`config.mk`:
```
export PLATFORM = sky130hd
export DESIGN_NAME = pc_fetch_unit
export DESIGN_NICKNAME = d
export VERILOG_FILES = /design/src/rtl/riscv_pkg.sv /design/src/rtl/pc_fetch_unit_pc_incr.sv /design/src/rtl/pc_fetch_unit.sv
export SDC_FILE = /design/constraint.sdc
export NUM_CORES = 1
export LEC_CHECK = 0
export BUFFER_PORTS_ARGS = -buffer_cell sky130_fd_sc_hd__buf_2
export CAP_MARGIN = 15
export CORE_MARGIN = 2
export CORE_UTILIZATION = 43
export DETAILED_ROUTE_END_ITERATION = 7
export GPL_ROUTABILITY_DRIVEN = 0
export PLACE_DENSITY = 0.75
export RECOVER_POWER = 100
export SETUP_SLACK_MARGIN = 0.5
export SLEW_MARGIN = 20
export SYNTH_ARGS = -nofsm -noshare
export SYNTH_HDL_FRONTEND = slang
export SYNTH_SLANG_ARGS = --single-unit
```
`constraint.sdc`:
```
create_clock -name clk -period 1.9 [get_ports clk]
set_clock_uncertainty 0.2 [all_clocks]
set_input_delay 0.095 -clock clk [delete_from_list [all_inputs] [get_ports clk]]
set_output_delay 0.095 -clock clk [all_outputs]
set_load 0.02 [all_outputs]
```
`src/rtl/riscv_pkg.sv`:
```
// Shared fetch-side definitions: widths, reset PC default, fetch FSM states
// and the alignment helper used when taking redirects.
package riscv_pkg;

    localparam int          XLEN             = 32;
    localparam logic [31:0] RESET_PC_DEFAULT = 32'h0000_0000;
    localparam int          PC_INCR          = 4;

    typedef enum logic [1:0] {
        S_REQ   = 2'd0,
        S_WAIT  = 2'd1,
        S_HOLD  = 2'd2,
        S_DRAIN = 2'd3
    } fetch_state_t;

    // Only the two low address bits decide word alignment.
    function automatic logic is_misaligned(input logic [1:0] addr_lo);
        return addr_lo != 2'b00;
    endfunction

endpackage

```
`src/rtl/pc_fetch_unit_pc_incr.sv`:
```
// Sequential next-PC adder; wraps modulo 2^XLEN.
module pc_incr
    import riscv_pkg::*;
#(
    parameter int XLEN = 32
) (
    input  logic [XLEN-1:0] i_pc,
    output logic [XLEN-1:0] o_pc_next
);

    assign o_pc_next = i_pc + XLEN'(PC_INCR);

endmodule

```
`src/rtl/pc_fetch_unit.sv`:
```
// Program-counter owner: one outstanding imem fetch, decode handshake, redirects.
// state   | meaning
// S_REQ   | request for pc offered to imem
// S_WAIT  | request accepted, response pending
// S_HOLD  | instruction (or fault) presented to decode
// S_DRAIN | stale response still outstanding, discard it
module pc_fetch_unit
    import riscv_pkg::*;
#(
    parameter int              XLEN     = 32,
    parameter logic [XLEN-1:0] RESET_PC = XLEN'(RESET_PC_DEFAULT)
) (
    input  logic            clk,
    input  logic            rst_n,
    input  logic            redirect_valid,
    input  logic [XLEN-1:0] redirect_pc,
    output logic            imem_req_valid,
    output logic [XLEN-1:0] imem_req_addr,
    input  logic            imem_req_ready,
    input  logic            imem_rsp_valid,
    input  logic [XLEN-1:0] imem_rsp_data,
    input  logic            imem_rsp_err,
    output logic            inst_valid,
    output logic [XLEN-1:0] inst_data,
    output logic [XLEN-1:0] inst_pc,
    output logic            inst_fault,
    input  logic            inst_ready,
    output logic [XLEN-1:0] pc_out
);

    fetch_state_t    r_state, w_state_nxt;
    logic [XLEN-1:0] r_pc, w_pc_nxt, w_pc_plus4;
    logic [XLEN-1:0] r_inst_data, w_inst_data_nxt;
    logic [XLEN-1:0] r_inst_pc, w_inst_pc_nxt;
    logic            r_inst_valid, w_inst_valid_nxt;
    logic            r_inst_fault, w_inst_fault_nxt;
    logic            r_pend_fault, w_pend_fault_nxt;
    logic            w_req_valid, w_req_fire, w_outstanding;

    pc_incr #(.XLEN(XLEN)) u_pc_incr (
        .i_pc      (r_pc),
        .o_pc_next (w_pc_plus4)
    );

    assign w_req_valid = rst_n && (r_state == S_REQ);
    assign w_req_fire  = w_req_valid && imem_req_ready;

    // A fetch is still in flight after this edge unless its response lands now.
    assign w_outstanding = ((r_state == S_REQ) && w_req_fire) ||
                           (((r_state == S_WAIT) || (r_state == S_DRAIN)) && !imem_rsp_valid);

    always_comb begin
        w_state_nxt      = r_state;
        w_pc_nxt         = r_pc;
        w_inst_valid_nxt = r_inst_valid;
        w_inst_data_nxt  = r_inst_data;
        w_inst_pc_nxt    = r_inst_pc;
        w_inst_fault_nxt = r_inst_fault;
        w_pend_fault_nxt = r_pend_fault;
        if (redirect_valid) begin
            w_pc_nxt         = redirect_pc;
            w_inst_valid_nxt = 1'b0;
            w_pend_fault_nxt = 1'b0;
            if (w_outstanding) begin
                w_state_nxt      = S_DRAIN;
                w_pend_fault_nxt = is_misaligned(redirect_pc[1:0]);
            end else if (is_misaligned(redirect_pc[1:0])) begin
                w_state_nxt      = S_HOLD;
                w_inst_valid_nxt = 1'b1;
                w_inst_data_nxt  = '0;
                w_inst_pc_nxt    = redirect_pc;
                w_inst_fault_nxt = 1'b1;
            end else begin
                w_state_nxt = S_REQ;
            end
        end else begin
            case (r_state)
                S_REQ: begin
                    if (w_req_fire) w_state_nxt = S_WAIT;
                end
                S_WAIT: begin
                    if (imem_rsp_valid) begin
                        w_state_nxt      = S_HOLD;
                        w_inst_valid_nxt = 1'b1;
                        w_inst_data_nxt  = imem_rsp_data;
                        w_inst_pc_nxt    = r_pc;
                        w_inst_fault_nxt = imem_rsp_err;
                    end
                end
                S_HOLD: begin
                    if (inst_ready) begin
                        w_state_nxt      = S_REQ;
                        w_pc_nxt         = w_pc_plus4;
                        w_inst_valid_nxt = 1'b0;
                    end
                end
                S_DRAIN: begin
                    if (imem_rsp_valid) begin
                        w_pend_fault_nxt = 1'b0;
                        if (r_pend_fault) begin
                            w_state_nxt      = S_HOLD;
                            w_inst_valid_nxt = 1'b1;
                            w_inst_data_nxt  = '0;
                            w_inst_pc_nxt    = r_pc;
                            w_inst_fault_nxt = 1'b1;
                        end else begin
                            w_state_nxt = S_REQ;
                        end
                    end
                end
                default: w_state_nxt = S_REQ;
            endcase
        end
    end

    always_ff @(posedge clk) begin
        if (!rst_n) begin
            r_state      <= S_REQ;
            r_pc         <= RESET_PC;
            r_inst_valid <= 1'b0;
            r_inst_data  <= '0;
            r_inst_pc    <= '0;
            r_inst_fault <= 1'b0;
            r_pend_fault <= 1'b0;
        end else begin
            r_state      <= w_state_nxt;
            r_pc         <= w_pc_nxt;
            r_inst_valid <= w_inst_valid_nxt;
            r_inst_data  <= w_inst_data_nxt;
            r_inst_pc    <= w_inst_pc_nxt;
            r_inst_fault <= w_inst_fault_nxt;
            r_pend_fault <= w_pend_fault_nxt;
        end
    end

    assign imem_req_valid = w_req_valid;
    assign imem_req_addr  = r_pc;
    assign inst_valid     = r_inst_valid;
    assign inst_data      = r_inst_data;
    assign inst_pc        = r_inst_pc;
    assign inst_fault     = r_inst_fault;
    assign pc_out         = r_pc;

endmodule

```
==> run metrics <==
result of the run finished, violations left; violations in the final reports negative setup slack; Clk Tree Root Cell sky130_fd_sc_hd__clkbuf_8; kind of start point of the critical path flop; Post-Syn Instances 565; critical path fanouts, max 4; nets in the synthesized netlist about 640; CTS clock-pin slew for the worst setup and hold paths between 0.1 and 0.15 ns; final hold violation count 0; type of the tightest min-delay check in2reg; endpoint type of the worst setup path flop; setup repair after global routing missed its margin true; number of flops mapped to enable cells by yosys 0; via count between 6,000 and 7,000; post-synth top area share ~43%; final number of setup-violating endpoints 79; transition at the pin with the smallest max-transition slack roughly 0.60 ns; library cell with the largest summed area after synthesis sky130_fd_sc_hd__dfxtp_1; Seq cells post-synth about 100; area of combinational cells with multiple inputs about 0.0033 mm2; initial antenna violation count 1; worst setup path class reg2reg; number of warnings printed during yosys synthesis 0; achievable frequency approximately 0.47 GHz; max-cap violations 0; Die Span Y around 110 um; remaining global-route overflow 0; die width about 110 um; # port buffers about 200; number of nets at the end of the flow approximately 960; Final Slew Violations 0; clock buffer count from CTS 9; distinct cell type count after synthesis 44; final core occ a little over four fifths; Top-Level Pins about 200; data arrival time of the worst path 2.19 ns; fin cells roughly 1,000; via count of the first global-routing pass roughly 5,600; period utilisation layout 112%; placed wire-length estimate after detailed placement ~10000 um; fraction of layout instances using a drive strength above 1 around three fifths; dominant synthesized flop cell sky130_fd_sc_hd__dfxtp_1; WL final 24,900 um; clock tree from TritonCTS yes; startpoint of the worst hold path rst_n; number of fill cells in the layout roughly 520; largest net degree at the start of global routing 38; initial core utilization between 40% and 50%; die area 0.0118 mm2; number of sinks driven by the clock tree just over 100; number of DRC violations after detailed-routing iteration 0 about 760; GRT Overall Usage between 30% and 40%; DR vias/cell about 6.1; min Tclk post-route 2.12 ns; Post-Synthesis Mean Instance Area about 8.3 um2; cells taking the most area after synthesis sky130_fd_sc_hd__dfxtp_1, sky130_fd_sc_hd__a21oi_1, sky130_fd_sc_hd__nand2_1; static leakage power approximately 4.0 nW; launching element of the worst setup path r_state[0]; sequential cell area approximately 0.0021 mm2; routed length per instance 24.1 um; most common library cell in the layout ignoring fill and taps sky130_fd_sc_hd__buf_2; placement row count 38; fraction of registers with async set/reset 0%; required time at the worst-slack endpoint approximately 2.0 ns; most used cells in the layout excluding fill and tap cells sky130_fd_sc_hd__buf_2, sky130_fd_sc_hd__dfxtp_1, sky130_fd_sc_hd__dlygate4sd3_1; Std-Cell Core Area 0.0107 mm2; CTS max path bufs 2; dpl cells slightly below 900; Worst VDD drop roughly 0.38 mV; pwr dens ~630 mW/mm2; H-tree depth reported by CTS 3; Antenna Nets Post-Route 0; post-synthesis instance area between 0.004 and 0.005 mm2; first-pass GRT wire length around 29,000 um; drt pass-1 iters 7; residual DRC count 0; relative slew slack roughly 60%; area added between synthesis and finish 91.8%; sequential cell area fraction in the yosys report between 40% and 50%; Clk Latency, worst-skew pair ~0.40 ns; r2r startpoint r_state[0]; worst-case setup margin in the final layout -0.222 ns
stage by stage:
step | cell area [um2] | TNS (ns) | power, mW | hold WS [ns] | setup slack [ns]
detailed placement | 5930 | -0.109 | 3.48 | 0.155 | -0.0230
CTS | 7980 | -0.0946 | 5.22 | 0.00204 | -0.0510
global placement | 5930 | 0 | 3.45 | 0.153 | 0.00760
global route | 9010 | -11.20 | 5.85 | 0.0848 | -0.228
finish | 9010 | -6.94 | 5.69 | 0.0708 | -0.222
floorplan | 4790 | -0.404 | 3.10 | 0.0359 | -0.124
report_power, final:
part | internal [mW] | switching, mW | leakage, nW | total (mW)
registers | 2.26 | 0.147 | 0.843 | 2.41
clock network | 0.511 | 0.789 | 0.0867 | 1.30
logic | 0.901 | 1.08 | 3.04 | 1.98
flip-flops by register name (all words and copies together), names as in the netlist:
| register | cells |
|---|---|
| inst_fault | 1 |
| inst_pc | 32 |
| inst_valid | 1 |
| imem_req_addr | 32 |
| inst_data | 32 |
| r_pend_fault | 1 |
| r_state | 2 |
logic make-up (layout without fill, tap and decap cells):
kind of cell             count (synthesis)  after routing  synth area share [%]
AND/OR/NAND/NOR                        204            204                  21.1
multiplexers                            22             22                  4.69
flip-flops                             101            101                  43.0
XOR/XNOR                                28             28                  5.22
other                                    0              2                     0
buffers and inverters                   80            407                  9.45
adder cells (fa/ha/maj)                  1              1                 0.266
AO/OA/AOI/OAI                          129            129                  16.2
repair_timing:
action,in CTS,in global routing
buffers inserted,28,30
endpoints found under the setup margin,100,111
pin swaps,99,89
hold endpoints to repair,98,0
gates resized for setup,153,159
gates cloned,13,4
hold buffers,66,0
Yosys cell counts (3+ instances only):
| cell | number |
|---|---|
| sky130_fd_sc_hd__inv_1 | 5 |
| sky130_fd_sc_hd__a21oi_1 | 58 |
| sky130_fd_sc_hd__nand2_1 | 68 |
| sky130_fd_sc_hd__nor2_1 | 42 |
| sky130_fd_sc_hd__a211oi_1 | 18 |
| sky130_fd_sc_hd__xnor2_1 | 14 |
| sky130_fd_sc_hd__and2_1 | 7 |
| sky130_fd_sc_hd__buf_4 | 32 |
| sky130_fd_sc_hd__clkbuf_1 | 29 |
| sky130_fd_sc_hd__buf_1 | 4 |
| sky130_fd_sc_hd__nand3_1 | 47 |
| sky130_fd_sc_hd__o22ai_1 | 3 |
| sky130_fd_sc_hd__a311oi_1 | 11 |
| sky130_fd_sc_hd__nor3_1 | 8 |
| sky130_fd_sc_hd__buf_2 | 7 |
| sky130_fd_sc_hd__xor2_1 | 14 |
| sky130_fd_sc_hd__dfxtp_1 | 101 |
| sky130_fd_sc_hd__nor4_1 | 4 |
| sky130_fd_sc_hd__nand4_1 | 9 |
| sky130_fd_sc_hd__o21ai_0 | 30 |
| sky130_fd_sc_hd__mux2i_1 | 22 |
critical path, stage by stage (launching register included):
cell and delay [ns]:
sky130_fd_sc_hd__dfxtp_2 0.35, sky130_fd_sc_hd__nand3b_1 0.27, sky130_fd_sc_hd__buf_4 0.21, sky130_fd_sc_hd__or4_4 0.48
sky130_fd_sc_hd__nor3_4 0.21, sky130_fd_sc_hd__xnor2_1 0.18, sky130_fd_sc_hd__a21oi_1 0.10
final timing paths:
check	endpoint	slack, ns	depth (start not counted)
setup / recovery	imem_req_addr[20]	-0.22	6
hold reg to reg	inst_data[13]	0.27	2
hold / removal	imem_req_addr[5]	0.07	4
setup reg to reg	imem_req_addr[20]	-0.22	6
metal layers:
layer  part of all wire [%]  vias to the layer above  global-route usage [%]
met3                     10                      182                    5.36
met5                      0                        -                       0
met1                     35                     3005                    38.7
met2                     47                      554                    55.9
met4                    7.5                        0                    16.8
li1                       -                     2606                       -
area by class of cell:
cell class / instances / share of cell area [%]
Antenna cell: 2 / 0.0555
Multi-Input combinational cell: 384 / 36.9
Timing Repair Buffer: 385 / 35.9
Clock buffer: 12 / 1.61
Sequential cell: 101 / 23.1
Inverter: 6 / 0.250
Clock inverter: 4 / 0.264
Tap cell: 140 / 1.94
Power figures use the tool's default switching activity.
